**src/rtl/multicycle_control_pkg.sv**
```systemverilog
// Shared encodings for the multicycle MIPS control unit: state codes, opcodes,
// ALU/datapath select values and the per-state Moore control bundle.
package multicycle_control_pkg;

   typedef enum logic [3:0] {
      FETCH  = 4'd0,
      DECODE = 4'd1,
      MEMADR = 4'd2,
      MEMRD  = 4'd3,
      MEMWB  = 4'd4,
      MEMWR  = 4'd5,
      EXEC   = 4'd6,
      RCOMPL = 4'd7,
      BRANCH = 4'd8,
      JUMP   = 4'd9,
      ADDIEX = 4'd10,
      ADDIWB = 4'd11,
      TRAP   = 4'd12
   } stateT;

   localparam logic [5:0] OP_R    = 6'b000000;
   localparam logic [5:0] OP_LW   = 6'b100011;
   localparam logic [5:0] OP_SW   = 6'b101011;
   localparam logic [5:0] OP_BEQ  = 6'b000100;
   localparam logic [5:0] OP_J    = 6'b000010;
   localparam logic [5:0] OP_ADDI = 6'b001000;

   localparam logic [1:0] ALUOP_ADD   = 2'b00;
   localparam logic [1:0] ALUOP_SUB   = 2'b01;
   localparam logic [1:0] ALUOP_FUNCT = 2'b10;

   localparam logic [1:0] SRCB_REG    = 2'b00;
   localparam logic [1:0] SRCB_FOUR   = 2'b01;
   localparam logic [1:0] SRCB_IMM    = 2'b10;
   localparam logic [1:0] SRCB_BRANCH = 2'b11;

   localparam logic [1:0] PCSRC_ALU  = 2'b00;
   localparam logic [1:0] PCSRC_OUT  = 2'b01;
   localparam logic [1:0] PCSRC_JUMP = 2'b10;

   typedef struct packed {
      logic       fetch;
      logic       pcWrite;
      logic       pcWriteCond;
      logic       iorD;
      logic       memRead;
      logic       memWrite;
      logic       memtoReg;
      logic       aluSrcA;
      logic       regWrite;
      logic       regDst;
      logic [1:0] pcSource;
      logic [1:0] aluOp;
      logic [1:0] aluSrcB;
   } ctrlT;

   // Unlisted strobes stay 0 and unlisted selects stay 00; TRAP decodes to all zeros.
   function automatic ctrlT decodeState(stateT s);
      ctrlT c;
      c = '0;
      case (s)
         FETCH: begin
            c.fetch    = 1'b1;
            c.memRead  = 1'b1;
            c.aluSrcB  = SRCB_FOUR;
            c.aluOp    = ALUOP_ADD;
            c.pcSource = PCSRC_ALU;
         end
         DECODE: c.aluSrcB = SRCB_BRANCH;
         MEMADR, ADDIEX: begin
            c.aluSrcA = 1'b1;
            c.aluSrcB = SRCB_IMM;
         end
         MEMRD: begin
            c.memRead = 1'b1;
            c.iorD    = 1'b1;
         end
         MEMWB: begin
            c.regWrite = 1'b1;
            c.memtoReg = 1'b1;
         end
         MEMWR: begin
            c.memWrite = 1'b1;
            c.iorD     = 1'b1;
         end
         EXEC: begin
            c.aluSrcA = 1'b1;
            c.aluSrcB = SRCB_REG;
            c.aluOp   = ALUOP_FUNCT;
         end
         RCOMPL: begin
            c.regWrite = 1'b1;
            c.regDst   = 1'b1;
         end
         BRANCH: begin
            c.aluSrcA     = 1'b1;
            c.aluOp       = ALUOP_SUB;
            c.pcWriteCond = 1'b1;
            c.pcSource    = PCSRC_OUT;
         end
         JUMP: begin
            c.pcWrite  = 1'b1;
            c.pcSource = PCSRC_JUMP;
         end
         ADDIWB: c.regWrite = 1'b1;
         default: ;
      endcase
      return c;
   endfunction

endpackage

```
**src/rtl/multicycle_control.sv**
```systemverilog
// Multicycle MIPS control FSM with registered Moore strobes, memory-wait
// timeout detection, illegal-opcode trap and a fetched-instruction counter.
module multicycle_control
   import multicycle_control_pkg::*;
#(
   parameter int MEM_WAIT_MAX = 15
) (
   input  logic        clk,
   input  logic        reset,
   input  logic [5:0]  Op,
   input  logic        memReady,
   output logic        PCWrite,
   output logic        PCWriteCond,
   output logic        IorD,
   output logic        MemRead,
   output logic        MemWrite,
   output logic        MemtoReg,
   output logic        IRWrite,
   output logic        ALUSrcA,
   output logic        RegWrite,
   output logic        RegDst,
   output logic [1:0]  PCSource,
   output logic [1:0]  ALUOp,
   output logic [1:0]  ALUSrcB,
   output logic [3:0]  state,
   output logic        illegalOp,
   output logic        memTimeout,
   output logic [31:0] instrCount
);

   localparam logic [3:0] WAIT_LIMIT = 4'(MEM_WAIT_MAX);

   stateT      curState;
   stateT      nextState;
   ctrlT       ctrl;
   logic       fetchGo;
   logic       memWait;
   logic [3:0] waitCount;
   logic [3:0] waitInc;

   // ctrl.fetch only rises on the first edge after reset release, so a fetch can
   // never complete while the strobes are still forced low by reset.
   assign fetchGo = ctrl.fetch & memReady;
   assign memWait = ~memReady & (ctrl.fetch | (curState == MEMRD) | (curState == MEMWR));
   assign waitInc = waitCount + 4'd1;

   // Next-state selection; unreachable encodings fall into TRAP.
   always_comb begin
      nextState = curState;
      case (curState)
         FETCH:  if (fetchGo) nextState = DECODE;
         DECODE: begin
            case (Op)
               OP_R:         nextState = EXEC;
               OP_LW, OP_SW: nextState = MEMADR;
               OP_BEQ:       nextState = BRANCH;
               OP_J:         nextState = JUMP;
               OP_ADDI:      nextState = ADDIEX;
               default:      nextState = TRAP;
            endcase
         end
         MEMADR: begin
            if (Op == OP_LW)      nextState = MEMRD;
            else if (Op == OP_SW) nextState = MEMWR;
            else                  nextState = TRAP;
         end
         MEMRD:  if (memReady) nextState = MEMWB;
         MEMWR:  if (memReady) nextState = FETCH;
         EXEC:   nextState = RCOMPL;
         ADDIEX: nextState = ADDIWB;
         MEMWB, RCOMPL, BRANCH, JUMP, ADDIWB: nextState = FETCH;
         TRAP:   nextState = TRAP;
         default: nextState = TRAP;
      endcase
   end

   // State and strobes register together, so the outputs always match the state code.
   always_ff @(posedge clk or negedge reset) begin
      if (!reset) begin
         curState  <= FETCH;
         ctrl      <= '0;
         illegalOp <= 1'b0;
      end else begin
         curState <= nextState;
         ctrl     <= decodeState(nextState);
         if (nextState == TRAP) illegalOp <= 1'b1;
      end
   end

   // Consecutive stall cycles in a memory-wait state; the flag stays set once raised.
   always_ff @(posedge clk or negedge reset) begin
      if (!reset) begin
         waitCount  <= 4'd0;
         memTimeout <= 1'b0;
      end else begin
         if ((nextState != curState) || !memWait) waitCount <= 4'd0;
         else if (waitCount != 4'hF)              waitCount <= waitInc;
         if (memWait && (waitInc == WAIT_LIMIT)) memTimeout <= 1'b1;
      end
   end

   always_ff @(posedge clk or negedge reset) begin
      if (!reset)       instrCount <= 32'd0;
      else if (fetchGo) instrCount <= instrCount + 32'd1;
   end

   assign PCWrite     = ctrl.pcWrite | fetchGo;
   assign IRWrite     = fetchGo;
   assign PCWriteCond = ctrl.pcWriteCond;
   assign IorD        = ctrl.iorD;
   assign MemRead     = ctrl.memRead;
   assign MemWrite    = ctrl.memWrite;
   assign MemtoReg    = ctrl.memtoReg;
   assign ALUSrcA     = ctrl.aluSrcA;
   assign RegWrite    = ctrl.regWrite;
   assign RegDst      = ctrl.regDst;
   assign PCSource    = ctrl.pcSource;
   assign ALUOp       = ctrl.aluOp;
   assign ALUSrcB     = ctrl.aluSrcB;
   assign state       = curState;

endmodule

```
**config.mk**
```make
export PLATFORM = sky130hd
export DESIGN_NAME = multicycle_control
export DESIGN_NICKNAME = d
export VERILOG_FILES = /design/src/rtl/multicycle_control_pkg.sv /design/src/rtl/multicycle_control.sv
export SDC_FILE = /design/constraint.sdc
export NUM_CORES = 1
export LEC_CHECK = 0
export ABC_CLOCK_PERIOD_IN_PS = 4500
export BUFFER_PORTS_ARGS = -buffer_cell sky130_fd_sc_hd__buf_2
export CAP_MARGIN = 20
export CORE_AREA = 8 8 88 90
export CTS_CLUSTER_DIAMETER = 80
export DETAILED_ROUTE_END_ITERATION = 8
export DIE_AREA = 0 0 96 98
export PLACE_DENSITY = 0.67
export SYNTH_ARGS = -nofsm -noshare
export SYNTH_HDL_FRONTEND = slang
export SYNTH_SLANG_ARGS = --single-unit
```
**constraint.sdc**
```tcl
create_clock -name clk -period 4.5 [get_ports clk]
set_input_delay 0.225 -clock clk [delete_from_list [all_inputs] [get_ports clk]]
set_output_delay 0.225 -clock clk [all_outputs]
set_load 0.005 [all_outputs]
```
==> results_dict.tcl <==
set metrics [dict create \
    drv_cap 0 \
    synthFlopType "dfrtp_1" \
    required_ns 4.74 \
    hold_violations 0 \
    clk_latency_ns 0.31 \
    grt_pass1_wl_um 10100 \
    cts_hold_buf 0 \
    wirelength_um 6030 \
    die_w_um 96 \
    firstDrtPassIters 5 \
    synthTopCellsByCount "dfrtp_1, xnor2_1, nand3_1, nand2_1, nor2_1" \
    yosysWarnings 0 \
    ys_ff_latch 55 \
    vias 2084 \
    nNetsFinal 327 \
    num_io_pins 63 \
    rsz0062_at_grt "false" \
    viasPerCell 5.26 \
    synth_edf_count 0 \
    synth_area_sq_um 2770 \
    synth_area_leaders "dfrtp_1, xnor2_1, nand3_1, xor2_1, buf_4" \
    root_buffer "clkbuf_8" \
    synth.most_common_cell "dfrtp_1" \
    utilization_pct 49.5 \
    multi_input_area_sq_um 1270 \
    postCtsResizedCells 0 \
    drc 0 \
    port_buffers 62 \
    syn_nets 271 \
    crit_arrival_ns 2.53 \
    ys_types 56 \
    die_y_um 98 \
    ys_seq_area_share_pct 49.6 \
    synth_cells 259 \
    grt_util_all_layers_pct 13.3 \
    min_period_ns 2.29 \
    wl_per_cell_um 15.2 \
    dp_hpwl_um 4470 \
    slew_headroom_pct 45.2 \
    grt_overflow 0 \
    cts_sinks 55 \
    antenna_found_initial 0 \
    clk_pin_slew_worst_paths_ns 0.09 \
    period_share_pct 50.9 \
    area_delta_synth_final_pct 15.9 \
    initialDrtViolationCount 61 \
    first_global_vias 2055 \
    powerDensity_nw_per_um2 417 \
    fp.coreArea_sq_um 6490 \
    drive_above_1_share_pct 26.9 \
    min_path_type "primary input to asynchronous set/reset pin" \
    gp_congestion 0.867 \
    clock_path_buffers 2 \
    synth.largest_area_cell "dfrtp_1" \
    endpoint_kind "register" \
    synth_area_per_cell_sq_um 10.7 \
    vdd.ir_drop.worst_mv 0.316 \
    leakagePower_uw 0.00160 \
    die-area_sq_um 9410 \
    cts_made_buffers 5 \
    clock.fmax_mhz 437 \
    num_antenna_cells 0 \
    htreeDepth 2 \
    status "finished, final reports clean" \
    rrSetupSlack_ns 2.21 \
    row_count 30 \
    finalSetupTns_ns 0 \
    final_max_slew_viol_count 0 \
    post_cts_buffers 0 \
    crit_type "register to register" \
    worstSetupStartpointType "register" \
    final.fill_count 614 \
    seqCellArea_sq_um 1380 \
    grt_max_degree 56 \
    synthDominantCellAreaShare_pct 49.6 \
    start_util_pct 42.7 \
    critPathMaxFanout 21 \
    antenna_left 0 \
    skew_ns 0.00990 \
    async_flop_share_pct 100 \
    cts_tree "built" \
    max_slew.worst_pin.slew_ns 0.822 \
    finalSetupViolations 0 \
]
## layer usage
metal	share of wire [%]	global-route usage, %	routed length [um]
met1	45	17.8	2710
met2	47	19.6	2810
met3	7.3	4.22	438
met4	1.1	4.62	67
met5	0	0	0
## area by class of cell
class                      count  area share, %
clock buffer                   6           2.57
timing repair buffer          63           9.89
inverter                       8          0.934
multi-input combinational    182           39.6
tap                           80           3.11
clock inverter                 2           1.09
sequential                    55           42.8
## report_power, final
part	internal [uW]	leakage [uW]	switching (uW)
clock network	180	0.0000612	155
registers	562	0.000731	97.2
logic	166	0.000812	180
## cells by family after synthesis
kind of cell	synth area share, %
and+or+nand+nor	22.7
xor gates and xnor gates	11.3
adders and majority gates	1.35
muxes	0.406
buffers and inverters	4.47
DFF	49.6
AOI/OAI and AO/OA	10.2
## state kept, by name (all words and copies together) (netlist names)
signal and cells:
IorD 1, ALUSrcB 2, ALUSrcA 1, ALUOp 2, instrCount 32, state 4
PCSource 1, waitCount 4, MemWrite 1, ctrl 1, RegWrite 1, illegalOp 1
MemRead 1, MemtoReg 1, RegDst 1, memTimeout 1
## critical path, stage by stage, from the launching register on
cell      delay (ns)
dfrtp_1         0.76
or4b_1          0.52
o221ai_1        0.67
a32o_1          0.28
## worst paths after layout
path / start / endpoint / cells past startpoint
setup / recovery: state[0] / IorD / 3
hold / removal: reset / MemtoReg / 2
setup reg to reg: state[0] / IorD / 3
hold reg to reg: illegalOp / illegalOp / 1
max in group asynchronous: reset / instrCount[27] / 2
min in group clk: Op[3] / MemRead / 4
## cell usage in the layout, fill, tap and decap left out, types with 2 or more instances in the layout
cell type	count
nor2b_1	4
clkbuf_8	6
inv_1	8
xor2_1	9
nor3_1	7
dfrtp_1	55
nand4_1	7
or3_1	2
and3_1	6
o21ai_0	7
buf_2	62
nor2_1	18
o21ai_1	2
and4_1	4
nand3_1	19
and2_1	3
a31oi_1	2
or2_1	3
nor3b_1	3
nor4bb_1	2
ha_1	3
a21o_1	2
o311ai_1	2
nand2b_1	4
xnor2_1	25
nand2_1	18
a2111oi_2	2
## through the flow
stage | worst slack, ns | power, uW | cell area [sq um] | std cells | hold slack (ns)
2_1_floorplan | 2.68 | 903 | 2770 | 259 | -0.0706
3_3_place_gp | 2.27 | 1010 | 3100 | 388 | 0.398
3_5_place_dp | 2.23 | 1020 | 3100 | 388 | 0.405
4_1_cts | 2.22 | 1360 | 3210 | 396 | 0.0575
5_1_grt | 1.96 | 1430 | 3210 | 396 | 0.0958
6_report | 2.21 | 1340 | 3210 | 396 | 0.0412
(Power assumes the default switching activity.)
